<file path="config.mk">
export PLATFORM = sky130hd
export DESIGN_NAME = xc_aessub
export DESIGN_NICKNAME = d
export VERILOG_FILES = /design/src/rtl/xc_aes_pkg.sv /design/src/rtl/xc_aessub_sbox.sv /design/src/rtl/xc_aessub.sv
export SDC_FILE = /design/constraint.sdc
export NUM_CORES = 2
export LEC_CHECK = 0
export CELL_PAD_IN_SITES_DETAIL_PLACEMENT = 0
export CELL_PAD_IN_SITES_GLOBAL_PLACEMENT = 1
export CORE_UTILIZATION = 33
export DETAILED_ROUTE_END_ITERATION = 16
export GPL_TIMING_DRIVEN = 0
export MAX_ROUTING_LAYER = met4
export PLACE_DENSITY = 0.61
export SETUP_SLACK_MARGIN = 0.5
export SYNTH_ARGS = -nofsm -noshare
export SYNTH_HDL_FRONTEND = slang
export SYNTH_SLANG_ARGS = --single-unit
</file>
<file path="constraint.sdc">
create_clock -name vclk -period 20.6
set_clock_uncertainty 0.1 [all_clocks]
set_input_delay 3.09 -clock vclk [all_inputs]
set_output_delay 3.09 -clock vclk [all_outputs]
set_load 0.01 [all_outputs]
</file>
<file path="src/rtl/xc_aes_pkg.sv">
// Shared AES constants, byte type and GF(2^8) helpers for the XCrypto AES units.
// Used by xc_aessub (SubBytes/InvSubBytes) and the MixColumns unit (xtime).
package xc_aes_pkg;

  localparam int unsigned BYTE_W = 8;

  typedef logic [BYTE_W-1:0] aes_byte_t;

  localparam aes_byte_t AFFINE_C     = 8'h63;
  localparam aes_byte_t INV_AFFINE_C = 8'h05;
  localparam aes_byte_t GF_POLY      = 8'h1b;

  // Position of the shared S-box in the area-optimised variant; value == byte index.
  typedef enum logic [1:0] {
    ST_IDLE  = 2'd0,
    ST_BUSY1 = 2'd1,
    ST_BUSY2 = 2'd2,
    ST_DONE  = 2'd3
  } cnt_e;

  // Multiply by x in GF(2^8) modulo x^8+x^4+x^3+x+1.
  function automatic aes_byte_t xtime(input aes_byte_t b);
    return {b[BYTE_W-2:0], 1'b0} ^ (b[BYTE_W-1] ? GF_POLY : 8'h00);
  endfunction

  // Shift-and-add GF(2^8) multiply.
  function automatic aes_byte_t gf_mul(input aes_byte_t a, input aes_byte_t b);
    aes_byte_t p;
    aes_byte_t x;
    p = '0;
    x = a;
    for (int i = 0; i < BYTE_W; i++) begin
      if (b[i]) p = p ^ x;
      x = xtime(x);
    end
    return p;
  endfunction

  // Rotate a byte left by n (1..7).
  function automatic aes_byte_t rotl8(input aes_byte_t b, input int unsigned n);
    return aes_byte_t'((b << n) | (b >> (BYTE_W - n)));
  endfunction

endpackage

</file>
<file path="src/rtl/xc_aessub_sbox.sv">
// Single combinational AES byte S-box: GF(2^8) inverse plus affine transform.
// Ports: din  - input byte
//        enc  - 1 = forward S-box, 0 = inverse S-box
//        dout - substituted byte
// Macro XC_AESSUB_INVERSE_EN: when undefined the inverse path is compiled out
// and enc is ignored (forward S-box only).
module xc_aessub_sbox
  import xc_aes_pkg::*;
(
  input  logic [7:0] din,
  input  logic       enc,
  output logic [7:0] dout
);

  // x^254 == x^-1 (and maps 0 to 0) via square-and-multiply.
  function automatic aes_byte_t gf_inv(input aes_byte_t x);
    aes_byte_t sq;
    aes_byte_t acc;
    sq  = x;
    acc = 8'h01;
    for (int i = 0; i < 7; i++) begin
      sq  = gf_mul(sq, sq);
      acc = gf_mul(acc, sq);
    end
    return acc;
  endfunction

  function automatic aes_byte_t fwd_affine(input aes_byte_t b);
    return b ^ rotl8(b, 1) ^ rotl8(b, 2) ^ rotl8(b, 3) ^ rotl8(b, 4) ^ AFFINE_C;
  endfunction

`ifdef XC_AESSUB_INVERSE_EN
  function automatic aes_byte_t inv_affine(input aes_byte_t b);
    return rotl8(b, 1) ^ rotl8(b, 3) ^ rotl8(b, 6) ^ INV_AFFINE_C;
  endfunction

  aes_byte_t inv_in;
  aes_byte_t inv_out;

  // One GF inverse shared by both directions; affine sits before or after it.
  assign inv_in  = enc ? din : inv_affine(din);
  assign inv_out = gf_inv(inv_in);
  assign dout    = enc ? fwd_affine(inv_out) : inv_out;
`else
  logic unused_enc;
  assign unused_enc = enc;
  assign dout       = fwd_affine(gf_inv(din));
`endif

endmodule

</file>
<file path="src/rtl/xc_aessub.sv">
// AES SubBytes / InvSubBytes instruction unit (feeds MixColumns).
// Ports: clock, reset (sync, active-low), flush (core's valid && ready),
//        valid, rs1 (t0=[7:0], t1=[15:8]), rs2 (t2=[23:16], t3=[31:24]),
//        enc (1 = forward S-box), rot (rotate result bytes),
//        ready (result valid this cycle), result (substituted word).
// FAST=1: four S-boxes, combinational, ready = valid.
// FAST=0: one shared S-box over four cycles, ready in the 4th valid cycle.
// Macro XC_AESSUB_INVERSE_EN enables the inverse S-box; undefined forces forward.
module xc_aessub
  import xc_aes_pkg::*;
#(
  parameter bit FAST = 1'b1
) (
  input  logic        clock,
  input  logic        reset,
  input  logic        flush,
  input  logic        valid,
  input  logic [31:0] rs1,
  input  logic [31:0] rs2,
  input  logic        enc,
  input  logic        rot,
  output logic        ready,
  output logic [31:0] result
);

  localparam int unsigned NBYTES = 4;
  localparam int unsigned ACC_W  = 24;

  aes_byte_t t_byte [NBYTES];
  aes_byte_t s_byte [NBYTES];

  assign t_byte[0] = rs1[7:0];
  assign t_byte[1] = rs1[15:8];
  assign t_byte[2] = rs2[23:16];
  assign t_byte[3] = rs2[31:24];

  logic unused_bits;
  assign unused_bits = ^{rs1[31:16], rs2[15:0]};

  generate
    if (FAST) begin : g_fast
      // Stateless variant: clock, reset and flush have no effect.
      logic unused_ctrl;
      assign unused_ctrl = ^{clock, reset, flush};

      for (genvar i = 0; i < NBYTES; i++) begin : g_sbox
        xc_aessub_sbox u_sbox (
          .din  (t_byte[i]),
          .enc  (enc),
          .dout (s_byte[i])
        );
      end

      assign ready = valid;
    end else begin : g_small
      cnt_e             cnt_q;
      cnt_e             cnt_d;
      logic [ACC_W-1:0] acc_q;
      logic [ACC_W-1:0] acc_d;
      aes_byte_t        sel;
      aes_byte_t        sub;

      xc_aessub_sbox u_sbox (
        .din  (sel),
        .enc  (enc),
        .dout (sub)
      );

      // Byte fed to the shared S-box is chosen by the counter.
      always_comb begin
        sel = t_byte[0];
        case (cnt_q)
          ST_IDLE:  sel = t_byte[0];
          ST_BUSY1: sel = t_byte[1];
          ST_BUSY2: sel = t_byte[2];
          default:  sel = t_byte[3];
        endcase
      end

      // State register; reset wins over flush and advance.
      always_ff @(posedge clock) begin
        if (!reset) begin
          cnt_q <= ST_IDLE;
          acc_q <= '0;
        end else begin
          cnt_q <= cnt_d;
          acc_q <= acc_d;
        end
      end

      // Next state and handshake; flush only rewinds cnt, acc bytes get rewritten anyway.
      always_comb begin
        cnt_d = cnt_q;
        acc_d = acc_q;
        ready = valid && (cnt_q == ST_DONE);
        if (flush) begin
          cnt_d = ST_IDLE;
        end else if (valid) begin
          case (cnt_q)
            ST_IDLE: begin
              acc_d[7:0] = sub;
              cnt_d      = ST_BUSY1;
            end
            ST_BUSY1: begin
              acc_d[15:8] = sub;
              cnt_d       = ST_BUSY2;
            end
            ST_BUSY2: begin
              acc_d[23:16] = sub;
              cnt_d        = ST_DONE;
            end
            default: cnt_d = ST_DONE;
          endcase
        end
      end

      // t3 is substituted live in the DONE cycle.
      assign s_byte[0] = acc_q[7:0];
      assign s_byte[1] = acc_q[15:8];
      assign s_byte[2] = acc_q[23:16];
      assign s_byte[3] = sub;
    end
  endgenerate

  assign result = rot ? {s_byte[2], s_byte[1], s_byte[0], s_byte[3]}
                      : {s_byte[3], s_byte[2], s_byte[1], s_byte[0]};

endmodule

</file>
==> metrics.txt <==
outcome complete, but fails checks; violated checks negative setup slack; Max FO, Critical Path 10; most frequent CP cell buf_6; Antenna diodes 0; GP Congestion 0.906; Sequential Area 0 µm²; Tightest Pin Transition around 1.4 ns; drt wl/cell approximately 20 µm; crit-path max cell delay around 0.55 ns; core outline area 0.183 mm²; worst hold margin between 6 and 7 ns; Final HPWL DP between 150000 and 200000 µm; initial antenna violation count 0; area share of the largest cell type after synthesis 0.240; CP max-delay cell or4_4; Layout Nets between 9000 and 10000; Synth Instances around 8500; seq_cells 0; met3 GRT Util 0.00809; cell area after placement between 0.06 and 0.07 mm²; layout filler cell count ~18000; met1 GRT Util 0.337; dominant cells by area after synthesis xnor2_1 (24%), xnor3_1 (11%), nor2_1 (7.5%), xor2_1 (7.0%), nand2_1 (5.4%); global-route wire length before repair 371000 µm; global route overflow 0; fin worst setup slack -0.291 ns; PortBufs 53; Initial Util 0.332; layout clock buffer count 0; crit start category input pin; layout cells sized above 1 0.298; DR DRC count 0; via count roughly 66000; synthesis-to-finish area growth 38.3%; number of global-route vias before repair 64868; area of the mapped netlist 0.0609 mm²; Die X approximately 430 µm; final worst path period share 1.01; initial DRC count between 5000 and 6000; DIE AREA about 0.19 mm²; distinct cell type count after synthesis around 130; mean area per synthesized cell 7.14 µm²; Crit path arrival time 17.70 ns; syn nets 8620; footprint of the multi-input gates 0.0685 mm²; Rel. slew slack 0.0814; met2 Use GR 0.416; Die Y between 400 and 500 µm; I/O Pins between 100 and 150; Antenna Violating Nets Remaining 0; row count between 150 and 200; Setup Crit Path Kind in2out; Core Util, Final 0.460; Hold/Removal Path Class in2out; GRT Max-Usage Layer met2; cts hold-fix bufs 0; All-Layer GR Usage 0.248; Setup violations, final 21; post-synth top area cell xnor2_1; DP Worst Slack -4.55 ns; crit end category primary output; RSZ-0062 raised after global routing true; Fin. Hold Viols 0; post-layout minimum cycle time around 21 ns; Via density 5.52; Max Freq about 48 MHz; Max-Cap Viols 0; synth warn 0; fraction of the yosys area taken by sequential cells 0; First-pass DRT Iterations 6; Finished Cell Area between 0.08 and 0.09 mm²; fin. max-slew vios 0; worst path required time between 15 and 20 ns; drt total wl ~240000 µm; largest net degree at the start of global routing 11
## worst max-delay path, delay by kind of cell
kind / cells / cell delay (ns)
buffers and inverters: 17 / 2.26
multiplexers: 4 / 1.65
AND/OR/NAND/NOR: 17 / 3.54
AO/OA/AOI/OAI: 18 / 3.57
XOR/XNOR: 13 / 2.95
adder cells (fa/ha/maj): 2 / 0.56
## timing repair
action | CTS | global route
gates cloned | 7 | 0
gates resized for setup | 1761 | 481
pin swaps | 603 | 314
setup endpoints to repair | 32 | 32
buffers inserted | 721 | 174
## layout by cell type (no fill, tap or decap), drive strengths merged, types with 91 or more instances in the layout
master and instances:
a211oi 91, a21oi 490, buf 1199, clkbuf 352
mux2i 209, nand2 878, nand3 223, nor2 1217
nor3 222, o21ai 417, o22ai 131, xnor2 1759
xnor3 304, xor2 521
## kinds of logic after synthesis
| kind of cell | after synthesis | share of synthesized area |
|---|---|---|
| and+or+nand+nor | 3018 | 0.220 |
| AOI/OAI and AO/OA | 1878 | 0.205 |
| buffers and inverters | 712 | 0.0515 |
| xor gates and xnor gates | 2622 | 0.473 |
| muxes | 263 | 0.0449 |
| adders and majority gates | 29 | 0.00592 |
## synth_stat cells, types with 25 or more instances
master / instances
o211ai_1: 77
a32oi_1: 30
buf_2: 142
xor3_1: 35
ha_1: 28
buf_1: 38
mux2_2: 49
a211o_1: 25
a21oi_1: 484
or2_2: 28
xnor3_1: 294
xnor2_2: 77
xor2_1: 489
or3_1: 38
o21ai_1: 26
nand2_1: 874
xnor2_1: 1671
nor3_1: 216
nand3_1: 223
xor2_2: 30
o32ai_1: 27
o21a_1: 26
a31oi_1: 77
a211oi_1: 83
o31ai_1: 38
clkbuf_1: 354
a221oi_1: 37
o221ai_1: 35
and3_1: 42
nor2b_1: 52
nand2b_1: 70
mux2i_1: 209
nor4_1: 37
o22ai_1: 129
inv_1: 81
buf_4: 70
nand4_1: 49
a21o_1: 27
a22oi_1: 71
and2_1: 60
nor2_1: 1210
o21ai_0: 388
## cell type report
class	instances	area share
Multi-Input combinational cell	7811	0.814
Timing Repair Buffer	954	0.0954
Buffer	607	0.0488
Tap cell	2464	0.0366
Inverter	105	0.00525
## stage by stage
step / std cells / setup TNS [ns]
after CTS: 11767 / -1.88
after global placement: 11039 / -147.45
after detailed placement: 11039 / -142.88
after floorplan: 8522 / 0
final: 11941 / -3.17
after global routing: 11941 / -18.22
## final timing paths
path    endpoint  cells past startpoint  slack, ns     from
max   result[21]                     71      -0.29  rs2[23]
min    result[8]                      3       6.44      rot
## layer usage
layer	up-vias	routed length, µm
met2	1944	114000
met3	258	9700
met4	0	3010
met5	-	0
met1	32195	108000
li1	31573	-
Power is left out: the tool's default activity adds up to more than one toggle a clock period on the data nets, which glitch-free logic cannot reach.
